<file path="src/rtl/alu_arbiter_pkg.sv">
// Shared opcode encodings and widths for the two-requester ALU arbiter.
// Single source of the ALU opcode set used by the arbiter, its bench and the external ALU.
package alu_arbiter_pkg;

   localparam int unsigned XLEN_DEF = 64;
   localparam int unsigned ALUOP_W  = 4;
   localparam int unsigned NUM_REQ  = 2;

   localparam logic [ALUOP_W-1:0] ALU_ADD = 4'b0000;
   localparam logic [ALUOP_W-1:0] ALU_SUB = 4'b0001;
   localparam logic [ALUOP_W-1:0] ALU_XOR = 4'b0100;
   localparam logic [ALUOP_W-1:0] ALU_OR  = 4'b0110;
   localparam logic [ALUOP_W-1:0] ALU_AND = 4'b0111;

   // One-hot two-way grant to requester index (bit 1 set means requester 1).
   function automatic logic gnt_to_idx(input logic [NUM_REQ-1:0] gnt);
      return gnt[1];
   endfunction

endpackage

</file>
<file path="src/rtl/rr_arb2.sv">
// Two-way arbiter: valid pair, priority pointer and enable in, one-hot grant out.
module rr_arb2
   import alu_arbiter_pkg::*;
#(
   parameter bit RR_EN = 1'b1
) (
   input  logic [NUM_REQ-1:0] valid,
   input  logic               ptr,
   input  logic               en,
   output logic [NUM_REQ-1:0] gnt_c
);

   // A lone requester always wins; contention is settled by ptr or fixed to req0.
   always_comb begin
      gnt_c = '0;
      if (en) begin
         case (valid)
            2'b01:   gnt_c = 2'b01;
            2'b10:   gnt_c = 2'b10;
            2'b11:   gnt_c = (RR_EN && ptr) ? 2'b10 : 2'b01;
            default: gnt_c = '0;
         endcase
      end
   end

endmodule

</file>
<file path="src/rtl/alu_arbiter.sv">
// Shares one external combinational ALU between two requesters and registers
// the result with the owning requester id.
module alu_arbiter
   import alu_arbiter_pkg::*;
#(
   parameter int unsigned XLEN  = XLEN_DEF,
   parameter bit          RR_EN = 1'b1
) (
   input  logic               clk,
   input  logic               rst,
   input  logic               req0_valid,
   output logic               req0_ready,
   input  logic [3:0]         req0_aluop,
   input  logic [XLEN-1:0]    req0_op1,
   input  logic [XLEN-1:0]    req0_op2,
   input  logic               req1_valid,
   output logic               req1_ready,
   input  logic [3:0]         req1_aluop,
   input  logic [XLEN-1:0]    req1_op1,
   input  logic [XLEN-1:0]    req1_op2,
   output logic [3:0]         alu_aluop,
   output logic [XLEN-1:0]    alu_op1,
   output logic [XLEN-1:0]    alu_op2,
   input  logic [XLEN-1:0]    alu_result,
   output logic               rsp_valid,
   input  logic               rsp_ready,
   output logic               rsp_id,
   output logic [XLEN-1:0]    rsp_result
);

   logic               rsp_valid_q, rsp_valid_d;
   logic               rsp_id_q, rsp_id_d;
   logic [XLEN-1:0]    rsp_result_q, rsp_result_d;
   logic               ptr_q, ptr_d;
   logic               can_accept_c;
   logic [NUM_REQ-1:0] gnt_c;
   logic               gnt_any_c;
   logic               gnt_idx_c;

   // A new op may only enter when the response slot is free or draining this cycle.
   assign can_accept_c = (!rsp_valid_q || rsp_ready) && !rst;

   rr_arb2 #(
      .RR_EN (RR_EN)
   ) u_arb (
      .valid (NUM_REQ'({req1_valid, req0_valid})),
      .ptr   (ptr_q),
      .en    (can_accept_c),
      .gnt_c (gnt_c)
   );

   assign gnt_any_c  = |gnt_c;
   assign gnt_idx_c  = gnt_to_idx(gnt_c);
   assign req0_ready = gnt_c[0];
   assign req1_ready = gnt_c[1];

   // ALU drive follows the grant; idle cycles present all-zero operands.
   always_comb begin
      alu_aluop = '0;
      alu_op1   = '0;
      alu_op2   = '0;
      if (gnt_c[0]) begin
         alu_aluop = req0_aluop;
         alu_op1   = req0_op1;
         alu_op2   = req0_op2;
      end else if (gnt_c[1]) begin
         alu_aluop = req1_aluop;
         alu_op1   = req1_op1;
         alu_op2   = req1_op2;
      end
   end

   always_comb begin
      rsp_valid_d  = rsp_valid_q;
      rsp_id_d     = rsp_id_q;
      rsp_result_d = rsp_result_q;
      ptr_d        = ptr_q;
      if (gnt_any_c) begin
         rsp_valid_d  = 1'b1;
         rsp_id_d     = gnt_idx_c;
         rsp_result_d = alu_result;
         ptr_d        = ~gnt_idx_c;
      end else if (rsp_valid_q && rsp_ready) begin
         rsp_valid_d  = 1'b0;
      end
   end

   always_ff @(posedge clk) begin
      if (rst) begin
         rsp_valid_q  <= 1'b0;
         rsp_id_q     <= 1'b0;
         rsp_result_q <= '0;
         ptr_q        <= 1'b0;
      end else begin
         rsp_valid_q  <= rsp_valid_d;
         rsp_id_q     <= rsp_id_d;
         rsp_result_q <= rsp_result_d;
         ptr_q        <= ptr_d;
      end
   end

   assign rsp_valid  = rsp_valid_q;
   assign rsp_id     = rsp_id_q;
   assign rsp_result = rsp_result_q;

endmodule

</file>
<file path="config.mk">
export PLATFORM = sky130hd
export DESIGN_NAME = alu_arbiter
export DESIGN_NICKNAME = d
export VERILOG_FILES = /design/src/rtl/alu_arbiter_pkg.sv /design/src/rtl/rr_arb2.sv /design/src/rtl/alu_arbiter.sv
export SDC_FILE = /design/constraint.sdc
export NUM_CORES = 1
export LEC_CHECK = 0
export ABC_CLOCK_PERIOD_IN_PS = 3400
export CORE_AREA = 2 2 208 210
export CTS_BUF_LIST = sky130_fd_sc_hd__clkbuf_8
export CTS_CLUSTER_DIAMETER = 60
export DETAILED_ROUTE_END_ITERATION = 12
export DIE_AREA = 0 0 210 212
export GPL_TIMING_DRIVEN = 0
export REMOVE_ABC_BUFFERS = 1
export SLEW_MARGIN = 10
export SYNTH_ARGS = -nofsm -noshare
export SYNTH_HDL_FRONTEND = slang
export SYNTH_SLANG_ARGS = --single-unit
</file>
<file path="constraint.sdc">
create_clock -name clk -period 3.4 [get_ports clk]
set_input_delay 1.02 -clock clk [delete_from_list [all_inputs] [get_ports clk]]
set_output_delay 1.02 -clock clk [all_outputs]
set_load 0.005 [all_outputs]
</file>
# == Word level (Yosys, flattened, before mapping) ==
# Cells that the tools add are included.
# classes
bitwise,1
n_reduce_logical,7
mux,11
n_eq_ne,3
# ops
op,count
2-to-1 mux 64 bit,4
2-to-1 mux 4 bit,2
case mux 2 bit (3 select lines),1
equality test 2 bit (second input constant),2
2-to-1 mux 2 bit,2
equality test 2 x 1 -> 1 bit (second input constant),1
logical AND 1 bit,2
zero test 1 bit,2
2-to-1 mux 1 bit,2
nonzero test 2 bit,1
OR reduction 2 bit,1
logical OR 1 bit,1
inverter 1 bit,1
# totals
output_inout_bits,200
reg_bits,67
word_cells,26

# == Longest topological paths before layout ==
# Gate-level depths: netlist of run 1.
# depth
depth_word,6
depth_mapped,6
mapped_depth_nobuf,3

# == Cells and area by module ==
# From an unflattened synthesis of run 1, not the netlist that was laid out.
# unflattened
cells_unflattened,475
area_unflattened_um2,4182.8
# by_module_without_submodules
module,instances,cells_each,area_per_inst_um2
alu_arbiter,1,470,4161.5
rr_arb2,1,5,21.3

# == Worst setup path before layout of run 1 ==
# No wires, ideal clock.
# synth_path
path_type,input port to output port
startpoint,input port req1_valid
endpoint,output port alu_op1[10]
arrival_ns,2.080
path_stages,4
slack_ns,0.300
path_buffers,2
cell_sequence,a2111oi_4 > buf_2 > buf_2 > a22o_1
# synth_via
elab_chain_len,5
word_cells_on_any_way,7
classes_between,eq/ne (3); mux (4)
# synth_rtl
element,line_no,text
"start, declared",alu_arbiter.sv:16,"input logic req1_valid,"
equality test 2 bit / equality test 2 x 1 -> 1 bit (equally long branches),rr_arb2.sv:17,case (valid)
case mux 2 bit (3 select lines) (*),rr_arb2.sv:17,
2-to-1 mux 2 bit (*),rr_arb2.sv:16,if (en) begin
2-to-1 mux 64 bit,alu_arbiter.sv:66,end else if (gnt_c[1]) begin
2-to-1 mux 64 bit (*),alu_arbiter.sv:62,if (gnt_c[0]) begin
"end, declared",alu_arbiter.sv:22,"output logic [XLEN-1:0] alu_op1,"
# Mark *: on every way between the ends. The rest lies on a longest branch, timed or not.

# == Worst setup path in the final report of run 1 ==
# layout_path
startpoint,input port req0_valid
endpoint,output port alu_op2[52]
# layout_via
elab_chain_len,5
word_cells_on_any_way,7
classes_between,eq/ne (3); mux (4)
# layout_rtl
element,line_no,text
"start, declared",alu_arbiter.sv:11,"input logic req0_valid,"
equality test 2 bit / equality test 2 x 1 -> 1 bit (equally long branches),rr_arb2.sv:17,
case mux 2 bit (3 select lines) (*),rr_arb2.sv:17,
2-to-1 mux 2 bit (*),rr_arb2.sv:16,
2-to-1 mux 64 bit,alu_arbiter.sv:66,
2-to-1 mux 64 bit (*),alu_arbiter.sv:62,
"end, declared",alu_arbiter.sv:23,"output logic [XLEN-1:0] alu_op2,"
# Marks and branches as above.

==> results.cfg, run 1 <==
[synthesis]
ys_top_cells_by_area = dfxtp_1 (34%), a22o_1 (29%), o211ai_1 (12%)
yosys.area_share.simple_pct = 16.8
synth_cell_types = 17
synth_compound_area_share_pct = 42.4
synth_top_family_by_area = compound AO/OA/AOI/OAI gates
synthAdderAreaFrac_pct = 0
syn_inst = 475
synth.mux.area_fraction_pct = 0
synth_top_area_share_pct = 33.6
syn_avg_cell_area_um2 = 8.41
ys_warn_count = 0
ys_ff_latch = 67
syn_area_um2 = 4000
synth-xor-area-share_pct = 0
yosysSeqAreaShare_pct = 33.6
yosys.area.top_type = dfxtp_1

[die]
fp.dieW_um = 210
core-area_um2 = 42500
die_y_um = 212
dieArea_um2 = 44500
io_pins = 533
rows = 76
start_util_pct = 9.40

[layout]
ff_latch_area_um2 = 1340
fillers = 4580
multi_input_area_um2 = 2700
finalNetCount = 1380
drive_gt1_share_pct = 26.1
synthToLayoutAreaGrowth_pct = 187

[timing]
setup_ws_ns = -0.406
fin_crit_ns = 3.81
post-route-period-util_pct = 112
tightest_slew_ns = 0.875
slew_headroom_pct = 41.7
fmax_mhz = 263
setup_viol = 114
final-hold-violation-count = 0
clock-skew-final_ns = 0.0130
slew_viol_final = 0
rsz0062_at_grt = yes

[clocking]
hold_buffers = 0
cts_tree = built
numCtsBuffers = 9
ctsLongestPathBuffers = 2
path_clk_slew_ns = 0.09
insertion_delay_ns = 0.36
htreeDepth = 3
cts.sinks = 67
clk_root_buffer_cell = clkbuf_8

[route]
vias = 6614
postRouteAntennaNets = 0
first_iter_violations = 428
drtPass1Iterations = 6
drc = 0
drt-total-wl_mm = 40.7
vias_per_cell = 4.12
routedWlPerCell_um = 25.4

[global_routing]
grt_first_pass_wirelength_mm = 53.2
grt_pass1_vias = 6752
grt_antenna_before_repair = 9
grt_use_total_pct = 17.2
overflow = 0
grt_start_max_net_pins = 80

[job]
max-cap-violations = 0

[placement]
post-place-ws_ns = -2.58
place_congestion = 0.870
dp_hpwl_mm = 29.1
io_buffers = 532

[worst_setup_path]
cp_cell_sequence = buf_12 > clkinv_8 > a2111oi_4 > buf_6 > buf_12 > buf_12 > buf_12 > buf_12 > buf_12 > buf_6 > buf_6 > a22o_1 > buf_6
crit_start = req0_valid
r2r_cells = 11
rr_endpoint = rsp_id
reg2reg_slack_ns = 1.27
worstPathMaxFanout = 6
worst_path_most_repeated_cell = buf_12
startpoint_type = input port
cp.arrival_ns = 2.79
max_stage_delay_ns = 0.43
critPathRequiredTime_ns = 2.38
r2r_start = ptr_q
critPathKind = input port to output port
cp-end-kind = output port
worst_path_max_delay_cell = a2111oi_4

[power_and_ir_drop]
power_density_nw_per_um2 = 259
max-vdd-ir-drop_mv = 0.214
power_uw = 2970
p_leak_uw = 0.00504

[outcome]
status = complete, but fails checks
failed_checks = setup timing

[worst_hold_path]
worstHoldPathCells = 2
min_to = rsp_id
hold_start = rsp_id
hold_path.class = flop to flop
## cells in the mapped netlist
| cell | n |
|---|---|
| a22o_1 | 132 |
| dfxtp_1 | 67 |
| nand2_1 | 66 |
| nand4_1 | 64 |
| o211ai_1 | 64 |
| clkbuf_1 | 47 |
| buf_1 | 12 |
| buf_2 | 12 |
| inv_1 | 2 |
| o21bai_1 | 2 |
| a2111oi_4 | 1 |
| a21oi_1 | 1 |
| nand2b_1 | 1 |
| nor2_1 | 1 |
| nor2b_1 | 1 |
| o2111a_1 | 1 |
| or2_2 | 1 |
## critical path: cells and delay by family
| kind | cells | cell delay (ns) |
|---|---|---|
| AO/OA/AOI/OAI | 2 | 0.56 |
| buffers and inverters | 11 | 1.18 |
## power by group
| part | total [µW] | switching, µW | internal (µW) |
|---|---|---|---|
| Combinational | 1380 | 525 | 858 |
| Clock | 707 | 332 | 375 |
| Sequential | 881 | 36.8 | 844 |
| Total | 2970 | 894 | 2080 |
## per-layer routing
| layer | global-route usage [%] | wire length [µm] |
|---|---|---|
| met5 | 0 | 0 |
| met2 | 30.0 | 20100 |
| met3 | 8.11 | 4560 |
| met1 | 18.7 | 15000 |
| met4 | 4.84 | 973 |
## cell type report
cell class	count	area share, %
tap	546	5.96
clock inverter	4	0.437
sequential	67	11.7
inverter	2	0.317
antenna	7	0.153
timing repair buffer	625	56.4
timing repair inverter	2	0.153
multi-input combinational	340	23.6
clock buffer	11	1.32
## flip-flops by register name, summed over array words and instances, names as in the netlist
signal	flops
ptr_q	1
rsp_valid	1
rsp_id	1
rsp_result	64
## metrics by stage
step	utilization (%)	area (µm²)	cells	hold slack (ns)	TNS, ns
after floorplan	-	3710	404	0.448	-490.27
after global placement	22.9	9720	1482	0.439	-1250.70
after detailed placement	23.5	9970	1495	0.445	-245.21
after CTS	26.5	11300	1582	0.455	-27.79
after global routing	26.9	11400	1602	0.502	-29.15
final	26.9	11500	1604	0.453	-24.84
## repair_timing
| action | CTS | global route |
|---|---|---|
| gates cloned | 19 | 2 |
| pin swaps | 43 | 49 |
| endpoints found under the hold margin | 0 | 0 |
| setup endpoints to repair | 135 | 131 |
| setup buffers | 54 | 17 |
| resized for setup | 600 | 91 |
## layout by cell type, fill, tap and decap left out, drive strengths merged, types with 2 or more instances in the layout
cell / instances
clkdlybuf4s50: 394
nand2: 66
bufbuf: 5
clkdlybuf4s15: 8
diode: 7
inv: 5
a22o: 132
nand2b: 3
o2111a: 4
dfxtp: 67
o211ai: 64
dlymetal6s2s: 14
o21bai: 2
clkbuf: 18
buf: 196
nand4: 64
## cells by family (layout without fill, tap and decap cells)
kind of cell | after synthesis | in the layout
AND/OR/NAND/NOR | 134 | 136
buffers and inverters | 73 | 644
flip-flops | 67 | 67
other | 0 | 7
AO/OA/AOI/OAI | 201 | 204
## worst max path at each step
| stage | end | slack (ns) | depth (start not counted) |
|---|---|---|---|
| 4_1_cts | alu_op2[52] | -0.47 | 13 |
| 5_1_grt | alu_op2[52] | -0.47 | 13 |
| 2_1_floorplan | alu_aluop[0] | -3.49 | 3 |
| 3_5_place_dp | alu_op2[60] | -2.58 | 11 |
| 3_3_place_gp | alu_op2[60] | -8.27 | 5 |
| 6_report | alu_op2[52] | -0.41 | 13 |
(Power assumes the default switching activity.)
==> run 2: changes to the inputs <==
Settings changed: ABC_AREA set to 0, SETUP_SLACK_MARGIN set to 0.1.
==> results.cfg, run 2 (synthesized netlist as in run 1, its figures left out) <==
[die]
rows = 76
core-area_um2 = 42500
io_pins = 533
fp.dieW_um = 210
start_util_pct = 9.40
dieArea_um2 = 44500
die_y_um = 212

[layout]
finalNonFillerCells = 1614
finalNetCount = 1392
largest_reg_flops = 64
layout_commonest_cell = clkdlybuf4s50_1
synthToLayoutAreaGrowth_pct = 188
final_area_um2 = 11500
drive_gt1_share_pct = 27.6
mostFrequentLayoutCells = clkdlybuf4s50_1 (403), a22o_1 (102), buf_6 (75)
final_util_pct = 27.0
fillers = 4572

[route]
drc = 0
vias = 6701
routedWlPerCell_um = 25.1
drtPass1Iterations = 5
drt-total-wl_mm = 40.5
vias_per_cell = 4.15
first_iter_violations = 473
postRouteAntennaNets = 0

[timing]
clock-skew-final_ns = 0.0140
hold_ws_ns = 0.453
fmax_mhz = 265
setup_viol = 115
post-route-period-util_pct = 111
tightest_slew_ns = 0.865
slew_viol_final = 0
rsz0062_at_grt = yes
setup_ws_ns = -0.380
slew_headroom_pct = 42.3
final-hold-violation-count = 0
fin_crit_ns = 3.78

[clocking]
htreeDepth = 3
cts_tree = built
ctsLongestPathBuffers = 2
clk_root_buffer_cell = clkbuf_8
insertion_delay_ns = 0.36
hold_buffers = 0
numCtsBuffers = 9
path_clk_slew_ns = 0.08
cts.sinks = 67

[power_and_ir_drop]
seqPwrFrac_pct = 29.5
p_leak_uw = 0.00492
internal_power_uw = 2090
swShare_pct = 30.1
pwr-share-clk_pct = 23.7
max-vdd-ir-drop_mv = 0.214
power_density_nw_per_um2 = 260
combPwrFrac_pct = 46.9
p_switching_uw = 899

[worst_setup_path]
crit_buf_inv = 10
cp-end-kind = output port
worst_path_most_repeated_cell = buf_12
cp.arrival_ns = 2.76
startpoint_type = input port
critPathRequiredTime_ns = 2.38
rr_endpoint = rsp_id
max_stage_delay_ns = 0.42
r2r_cells = 11
worst_path_max_delay_cell = a2111oi_4
reg2reg_slack_ns = 1.27
path_delay_family = buffers and inverters
r2r_start = ptr_q
worstPathMaxFanout = 6
cp_cell_sequence = buf_12 > a2111oi_4 > buf_6 > buf_12 > buf_12 > buf_12 > buf_12 > buf_12 > buf_4 > buf_6 > a22o_1 > buf_6
critPathKind = input port to output port

[worst_hold_path]
min_to = rsp_id
hold_start = rsp_id
hold_path.class = flop to flop
worstHoldPathCells = 2

[global_routing]
overflow = 0
grt_start_max_net_pins = 80
grt_first_pass_wirelength_mm = 53.5
grt_pass1_vias = 6805
grt_use_total_pct = 17.3
grt_antenna_before_repair = 8

[placement]
dp_cells = 1495
placed_cell_area_um2 = 9970
io_buffers = 532
dp_hpwl_mm = 29.1
place_congestion = 0.870

[outcome]
status = complete, but fails checks
failed_checks = setup timing

[job]
max-cap-violations = 0
-- run 2: worst max-delay path by stage --
stage,from,end,slack (ns),cells after the start
CTS,rst,alu_op2[52],-0.47,13
global route,rst,alu_op2[52],-0.45,12
detailed placement,req1_valid,alu_op2[60],-2.58,11
global placement,rsp_ready,alu_op2[60],-8.27,5
floorplan,rst,alu_aluop[0],-3.49,3
finish,rst,alu_op1[45],-0.38,12
-- run 2: through the flow --
stage	setup slack (ns)	total power (µW)	setup TNS [ns]
2_1_floorplan	-3.49	1170	-490.27
3_3_place_gp	-8.27	2060	-1250.70
3_5_place_dp	-2.58	2070	-245.21
4_1_cts	-0.474	3010	-27.92
5_1_grt	-0.452	3150	-30.88
6_report	-0.380	2990	-23.47
-- run 2: layout make-up --
class	count	area [µm²]	area share (%)
clock inverters	4	50.0	0.435
flip-flops and latches	67	1340	11.7
repair buffers	637	6490	56.5
inverters	2	28.8	0.250
repair inverters	2	17.5	0.152
well taps	546	683	5.94
diodes	5	12.5	0.109
multi-input cells	340	2720	23.6
clock buffers	11	151	1.32
-- run 2: worst reg2reg max path, stage by stage (launching register included) --
cell and delay (ns):
dfxtp_1 0.45, a2111oi_4 0.51, buf_6 0.18, buf_12 0.11, buf_12 0.10, buf_12 0.11
buf_12 0.11, buf_12 0.13, buf_6 0.10, buf_6 0.08, buf_4 0.10, o21bai_1 0.06
-- run 2: metal layers --
metal / up-vias / global-route usage, % / wire length (µm)
li1: 3099 / - / -
met1: 3207 / 18.8 / 14900
met2: 356 / 30.2 / 20000
met3: 37 / 7.98 / 4710
met4: 2 / 4.79 / 853
met5: - / 0 / 13
-- run 2: timing repair --
item                                    4_1_cts  5_1_grt
buffers inserted                             57       26
endpoints found under the setup margin      135      134
cloned                                       19        0
pin swaps                                    45       60
gates resized for setup                     642       90
-- run 2: power groups by stage --
| stage | clock, µW | combinational (µW) | sequential [µW] |
|---|---|---|---|
| after CTS | 746 | 1380 | 882 |
| after detailed placement | 0 | 1180 | 895 |
| after global placement | 0 | 1170 | 891 |
| after global routing | 774 | 1480 | 889 |
| after floorplan | 0 | 273 | 896 |
| final | 708 | 1400 | 881 |
